`src/rtl/zube_wb_pkg.sv`:
```
// zube_wb_pkg: shared types for the Wishbone classic initiator.
//   wbi_state_t : initiator FSM states (IDLE, BUS, RESP)
//   wbi_rsp_t   : response record (read data + error flag)
//   bus_result  : maps the end-of-cycle bus event to a response record
package zube_wb_pkg;

    localparam int WB_DATA_W = 32;
    localparam int WB_SEL_W  = 4;

    typedef enum logic [1:0] {
        IDLE = 2'd0,
        BUS  = 2'd1,
        RESP = 2'd2
    } wbi_state_t;

    typedef struct packed {
        logic [WB_DATA_W-1:0] data;
        logic                 err;
    } wbi_rsp_t;

    // Data is only returned for a successful read; writes and errors read as 0.
    function automatic wbi_rsp_t bus_result(input logic                 we,
                                            input logic                 err,
                                            input logic [WB_DATA_W-1:0] dat);
        wbi_rsp_t r;
        r.err  = err;
        r.data = (err || we) ? '0 : dat;
        return r;
    endfunction

endpackage

```
`src/rtl/wb_initiator_timeout.sv`:
```
// wb_initiator_timeout: bus-phase watchdog for wb_initiator.
// Only instantiated when WB_INITIATOR_TIMEOUT_EN is defined.
//   clk, rst : clock, asynchronous active-high reset
//   clear    : zero the counter (command accepted, BUS about to start)
//   run      : initiator is in BUS; counter advances once per cycle
//   expired  : this is the TIMEOUT_CYCLES-th BUS cycle with no ack/err
module wb_initiator_timeout #(
    parameter int TIMEOUT_CYCLES = 255
) (
    input  logic clk,
    input  logic rst,
    input  logic clear,
    input  logic run,
    output logic expired
);

    localparam int                 CNT_W = $clog2(TIMEOUT_CYCLES + 1);
    // The count holds the number of BUS cycles already completed, so the
    // last allowed cycle is the one where it equals TIMEOUT_CYCLES-1.
    localparam logic [CNT_W-1:0]   LAST  = CNT_W'(TIMEOUT_CYCLES - 1);

    logic [CNT_W-1:0] count;

    // NOTE: sequential state uses non-blocking (<=) so every flop samples
    // pre-edge values; blocking here would create order-dependent races.
    always_ff @(posedge clk or posedge rst) begin
        if (rst) begin
            count <= '0;
        end else if (clear) begin
            count <= '0;
        end else if (run) begin
            count <= count + CNT_W'(1);
        end
    end

    assign expired = run && (count == LAST);

endmodule

```
`src/rtl/wb_initiator.sv`:
```
// wb_initiator: Wishbone classic (B4, non-pipelined) single-beat master.
// One command in, one 32-bit read or write cycle on the bus, one response out.
//   cmd_*  : command channel (valid/ready), we/addr/data/sel
//   rsp_*  : response channel (valid/ready), data + err
//   wbm_*  : Wishbone master port; cyc == stb, all driven from flops
//   busy   : a transaction is in flight (state != IDLE)
// Optional feature: define WB_INITIATOR_TIMEOUT_EN to abort a BUS phase
// after TIMEOUT_CYCLES cycles without ack/err (reported as rsp_err = 1).
module wb_initiator
    import zube_wb_pkg::*;
#(
    parameter int ADDR_W         = 32,
    parameter int TIMEOUT_CYCLES = 255
) (
    input  logic                 wb_clk_i,
    input  logic                 wb_rst_i,
    input  logic                 cmd_valid,
    output logic                 cmd_ready,
    input  logic                 cmd_we,
    input  logic [ADDR_W-1:0]    cmd_addr,
    input  logic [WB_DATA_W-1:0] cmd_data,
    input  logic [WB_SEL_W-1:0]  cmd_sel,
    output logic                 rsp_valid,
    input  logic                 rsp_ready,
    output logic [WB_DATA_W-1:0] rsp_data,
    output logic                 rsp_err,
    output logic                 wbm_cyc_o,
    output logic                 wbm_stb_o,
    output logic                 wbm_we_o,
    output logic [WB_SEL_W-1:0]  wbm_sel_o,
    output logic [ADDR_W-1:0]    wbm_adr_o,
    output logic [WB_DATA_W-1:0] wbm_dat_o,
    input  logic                 wbm_ack_i,
    input  logic                 wbm_err_i,
    input  logic [WB_DATA_W-1:0] wbm_dat_i,
    output logic                 busy
);

    if (TIMEOUT_CYCLES < 1 || TIMEOUT_CYCLES > 65535) begin : g_bad_timeout
        $error("wb_initiator: TIMEOUT_CYCLES must be in 1..65535");
    end

    wbi_state_t state_q, state_d;

    logic                 accept;
    logic                 bus_end;
    logic                 timeout_hit;
    logic                 cyc_q;
    logic                 we_q;
    logic [ADDR_W-1:0]    adr_q;
    logic [WB_DATA_W-1:0] dat_q;
    logic [WB_SEL_W-1:0]  sel_q;
    wbi_rsp_t             rsp_q;

    assign accept = (state_q == IDLE) && cmd_valid;

`ifdef WB_INITIATOR_TIMEOUT_EN
    wb_initiator_timeout #(
        .TIMEOUT_CYCLES(TIMEOUT_CYCLES)
    ) u_timeout (
        .clk     (wb_clk_i),
        .rst     (wb_rst_i),
        .clear   (accept),
        .run     (state_q == BUS),
        .expired (timeout_hit)
    );
`else
    assign timeout_hit = 1'b0;
`endif

    // The slave inputs only matter while in BUS.
    assign bus_end = (state_q == BUS) && (wbm_ack_i || wbm_err_i || timeout_hit);

    // NOTE: every variable driven here gets a default first, so no path can
    // leave it unassigned and infer a latch.
    always_comb begin
        state_d = state_q;
        unique case (state_q)
            IDLE:    if (cmd_valid) state_d = BUS;
            BUS:     if (bus_end)   state_d = RESP;
            RESP:    if (rsp_ready) state_d = IDLE;
            default: state_d = IDLE;
        endcase
    end

    always_ff @(posedge wb_clk_i or posedge wb_rst_i) begin
        if (wb_rst_i) begin
            state_q <= IDLE;
        end else begin
            state_q <= state_d;
        end
    end

    // NOTE: datapath flops are reset too, because every output must read 0
    // while reset is asserted, not just the control state.
    always_ff @(posedge wb_clk_i or posedge wb_rst_i) begin
        if (wb_rst_i) begin
            cyc_q <= 1'b0;
            we_q  <= 1'b0;
            adr_q <= '0;
            dat_q <= '0;
            sel_q <= '0;
            rsp_q <= '0;
        end else begin
            // cyc/stb are a registered copy of "next state is BUS" so they
            // rise at the accepting edge and fall at the ending edge.
            cyc_q <= (state_d == BUS);
            if (accept) begin
                we_q  <= cmd_we;
                adr_q <= cmd_addr;
                dat_q <= cmd_data;
                sel_q <= cmd_sel;
            end
            // Leaving BUS without ack means err or timeout; err beats ack.
            if (bus_end) begin
                rsp_q <= bus_result(we_q, wbm_err_i || !wbm_ack_i, wbm_dat_i);
            end
        end
    end

    assign cmd_ready = (state_q == IDLE);
    assign rsp_valid = (state_q == RESP);
    assign busy      = (state_q != IDLE);
    assign rsp_data  = rsp_q.data;
    assign rsp_err   = rsp_q.err;

    assign wbm_cyc_o = cyc_q;
    assign wbm_stb_o = cyc_q;
    assign wbm_we_o  = we_q;
    assign wbm_adr_o = adr_q;
    assign wbm_dat_o = dat_q;
    assign wbm_sel_o = sel_q;

endmodule

```
`config.mk`:
```
export PLATFORM = sky130hd
export DESIGN_NAME = wb_initiator
export DESIGN_NICKNAME = d
export VERILOG_FILES = /design/src/rtl/zube_wb_pkg.sv /design/src/rtl/wb_initiator_timeout.sv /design/src/rtl/wb_initiator.sv
export SDC_FILE = /design/constraint.sdc
export NUM_CORES = 1
export LEC_CHECK = 0
export BUFFER_PORTS_ARGS = -buffer_cell sky130_fd_sc_hd__buf_4
export CAP_MARGIN = 20
export CELL_PAD_IN_SITES_DETAIL_PLACEMENT = 1
export CELL_PAD_IN_SITES_GLOBAL_PLACEMENT = 2
export CORE_MARGIN = 2
export CORE_UTILIZATION = 30
export CTS_CLUSTER_SIZE = 10
export DETAILED_ROUTE_END_ITERATION = 8
export GPL_TIMING_DRIVEN = 0
export PLACE_DENSITY = 0.89
export SLEW_MARGIN = 10
export SYNTH_ARGS = -nofsm -noshare
export SYNTH_HDL_FRONTEND = slang
export SYNTH_HIERARCHICAL = 1
export SYNTH_SLANG_ARGS = --single-unit
```
`constraint.sdc`:
```
create_clock -name wb_clk_i -period 9.1 [get_ports wb_clk_i]
set_input_delay 0.455 -clock wb_clk_i [delete_from_list [all_inputs] [get_ports wb_clk_i]]
set_output_delay 0.455 -clock wb_clk_i [all_outputs]
set_load 0.02 [all_outputs]
```
==> impl_metrics.csv <==
group,metric,value,unit
outcome,status,"finished clean",
route,drt_pass1_iterations,3,
floorplan,core_area,0.0127,mm²
global_routing,antenna_found_initial,0,
setup_path,startpoint_type,"register",
sta,slew_headroom,57.3,%
cts,clock_path_buffers,2,
global_routing,grt_max_degree,58,
hold_path,hold_class,"input port to async pin",
cts,cts_tree,"done",
global_routing,grt_pass1_wl,17.5,mm
cts,cts-root-buf,"clkbuf_16",
cts,clk_latency,340,ps
route,vias_per_cell,4.51,
setup_path,end_kind,"register",
layout,fillers,1352,
route,wl_met3,848,µm
setup_path,max_stage_delay,430,ps
power,ir_worst_vdd,0.000144,V
route,ant_nets,0,
cts,cts_buffers,9,
layout,design_area,0.00607,mm²
logic_synthesis,netlist_instances,237,
floorplan,die_h,118,µm
route,wl_met1,4.20,mm
global_routing,overflow,0,
floorplan,rows,41,
cts,htreeDepth,3,
layout,drive_gt1_share,67.2,%
setup_path,critPathMaxFanout,10,
power,p_clk_share,17.0,%
sta,period_needed,1820,ps
cts,post_cts_buffers,0,
logic_synthesis,ys_types,21,
setup_path,crit_arrival,2040,ps
route,via_count,2876,
cts,ctsResizeCount,0,
placed_design,place_congestion,0.707,
sta,drv_slew,0,
sta,skew,5.29,ps
cts,cts_hold_buffers,0,
sta,worst_pin_slew,641,ps
layout,finalNetCount,569,
sta,final_hold_viol_count,0,
logic_synthesis,ys_ff_latch,105,
floorplan,die-width,118,µm
sta,timing.fmax,549,MHz
global_routing,grtUsageTotal,16.0,%
logic_synthesis,netlist_top_cells_area,"dfrtp_1, mux2_2, a22o_1, mux2_4, buf_4",
power,p_int,1.45,mW
route,drc_errors,0,
route,drt-initial-drc-count,75,
cts,path_clk_slew,70,ps
logic_synthesis,seq_area_frac_synth,66.9,%
setup_path,path_class,"register to register",
placed_design,dp_cells,623,
placed_design,post_dp_cell_area,0.00577,mm²
floorplan,start_util,30.9,%
setup_path,cp_common_cell,"buf_6",
layout,final_util,47.7,%
layout,area_growth,54.5,%
setup_path,r2r_end,"wbm_dat_o[1]",
logic_synthesis,synth_top_area_cell,"dfrtp_1",
placed_design,dp_hpwl,8.58,mm
run,maxCapViolCount,0,
sta,fin_crit_sh,20.0,%
setup_path,r2r.worst_path.cells,7,
logic_synthesis,postSynthAreaPerCell,16.6,µm²
route,wl_met2,5.75,mm
global_routing,first_global_vias,3272,
power,seq_power_share,35.6,%
floorplan,die_area,0.0140,mm²
layout,antenna_cells,0,
sta,finalSetupViolCount,0,
layout,stdcell_count,638,
power,powerDensity,375,mW/mm²
logic_synthesis,ys.warnings.count,6,
logic_synthesis,synthesis.nets,344,
route,totalWireLength,11.0,mm
cts,clkSinkCount,105,
setup_path,path_cells,"or2_4, inv_2, and2_4, buf_6, buf_6, buf_8, mux2_4",
setup_path,r2r_start,"state_q[1]",
power,power_frac_comb,47.4,%
sta,rsz0062_at_grt,"false",
power,switchingPower,0.827,mW
setup_path,worstPathRequired,9320,ps
logic_synthesis,netlist_area,0.00393,mm²
logic_synthesis,yosysTopAreaCellShare,66.9,%
power,switching_share,36.3,%
floorplan,ios,214,
placed_design,port-buffer-count,213,
setup_path,r2r_slack,7280,ps
sta,setup_tns,0,ps
route,routedWlPerCell,17.2,µm
power,p_leak,3.02,nW
setup_path,critPathSlowestCell,"dfrtp_1",
sta,timing.hold.ws,216,ps
route,routed.top_layer,"met4",
[layout by cell type, fill, tap and decap left out, drive strengths merged]
cell type,count
nand3b,1
or2,1
a22o,33
inv,3
or2b,1
mux2i,1
buf,226
nor3,1
mux2,69
and2,1
o21ai,2
clkinv,2
bufinv,1
nor2,3
clkbuf,15
dfrtp,105
nor2b,1
[synthesized netlist by cell type]
library cell and number:
a22o_1 33, and2_4 1, buf_2 3, buf_4 6, buf_6 2, buf_8 1
clkbuf_1 3, dfrtp_1 105, inv_1 2, inv_2 1, mux2_2 59, mux2_4 10
mux2i_1 1, nand3b_1 1, nor2_1 3, nor2b_1 1, nor3_1 1, o21ai_0 1
o21ai_1 1, or2_4 1, or2b_1 1
[sequential cells by signal, summed over array words and instances (netlist names)]
| name | count |
|---|---|
| wbm_cyc_o | 1 |
| wbm_dat_o | 32 |
| rsp_err | 1 |
| wbm_adr_o | 32 |
| rsp_data | 32 |
| wbm_we_o | 1 |
| state_q | 2 |
| wbm_sel_o | 4 |
[worst max-delay path, delay by kind of cell (launching register included)]
family        cells  cell delay, ps
buf+inv           4             540
flops             1             430
simple gates      2             400
mux               1             310
[worst max path at each step]
stage / startpoint / end / cells after the start
2_1_floorplan: wb_rst_i / rsp_data[0] / 1
3_3_place_gp: wb_rst_i / rsp_data[15] / 2
3_5_place_dp: state_q[1] / wbm_dat_o[6] / 7
4_1_cts: state_q[1] / wbm_dat_o[6] / 7
5_1_grt: state_q[1] / wbm_sel_o[0] / 7
6_report: state_q[1] / wbm_dat_o[1] / 7
[through the flow]
step / setup slack (ps) / power [mW]
6_report: 7280 / 2.28
5_1_grt: 7220 / 2.40
4_1_cts: 7250 / 2.31
3_5_place_dp: 7270 / 1.92
3_3_place_gp: 4770 / 1.87
2_1_floorplan: 5880 / 1.41
[metal layers]
layer,global-route usage (%),vias to the layer above
met2,28.6,127
met1,17.6,1444
met3,5.21,10
li1,-,1295
met4,6.03,0
met5,0,-
[power groups by stage]
stage	Sequential, mW	Clock, mW	Combinational, mW
CTS	0.815	0.400	1.10
global placement	0.803	0	1.07
floorplan	1.06	0	0.344
global route	0.840	0.420	1.14
finish	0.810	0.388	1.08
detailed placement	0.820	0	1.10
[layout make-up]
| class | count | area (µm²) | share of cell area, % |
|---|---|---|---|
| well taps | 172 | 215 | 3.55 |
| flip-flops and latches | 105 | 2630 | 43.3 |
| multi-input cells | 114 | 1180 | 19.4 |
| plain buffers | 15 | 109 | 1.79 |
| repair buffers | 214 | 1630 | 26.8 |
| inverters | 3 | 13.8 | 0.227 |
| clock inverters | 3 | 40.0 | 0.660 |
| clock buffers | 12 | 256 | 4.23 |
[cell families after synthesis]
kind of cell,synth area share (%)
buffers and inverters,3.06
multiplexers,21.0
AND/OR/NAND/NOR,1.40
AO/OA/AOI/OAI,7.62
flip-flops,66.9
No activity file was read; power rests on OpenSTA's default activity.
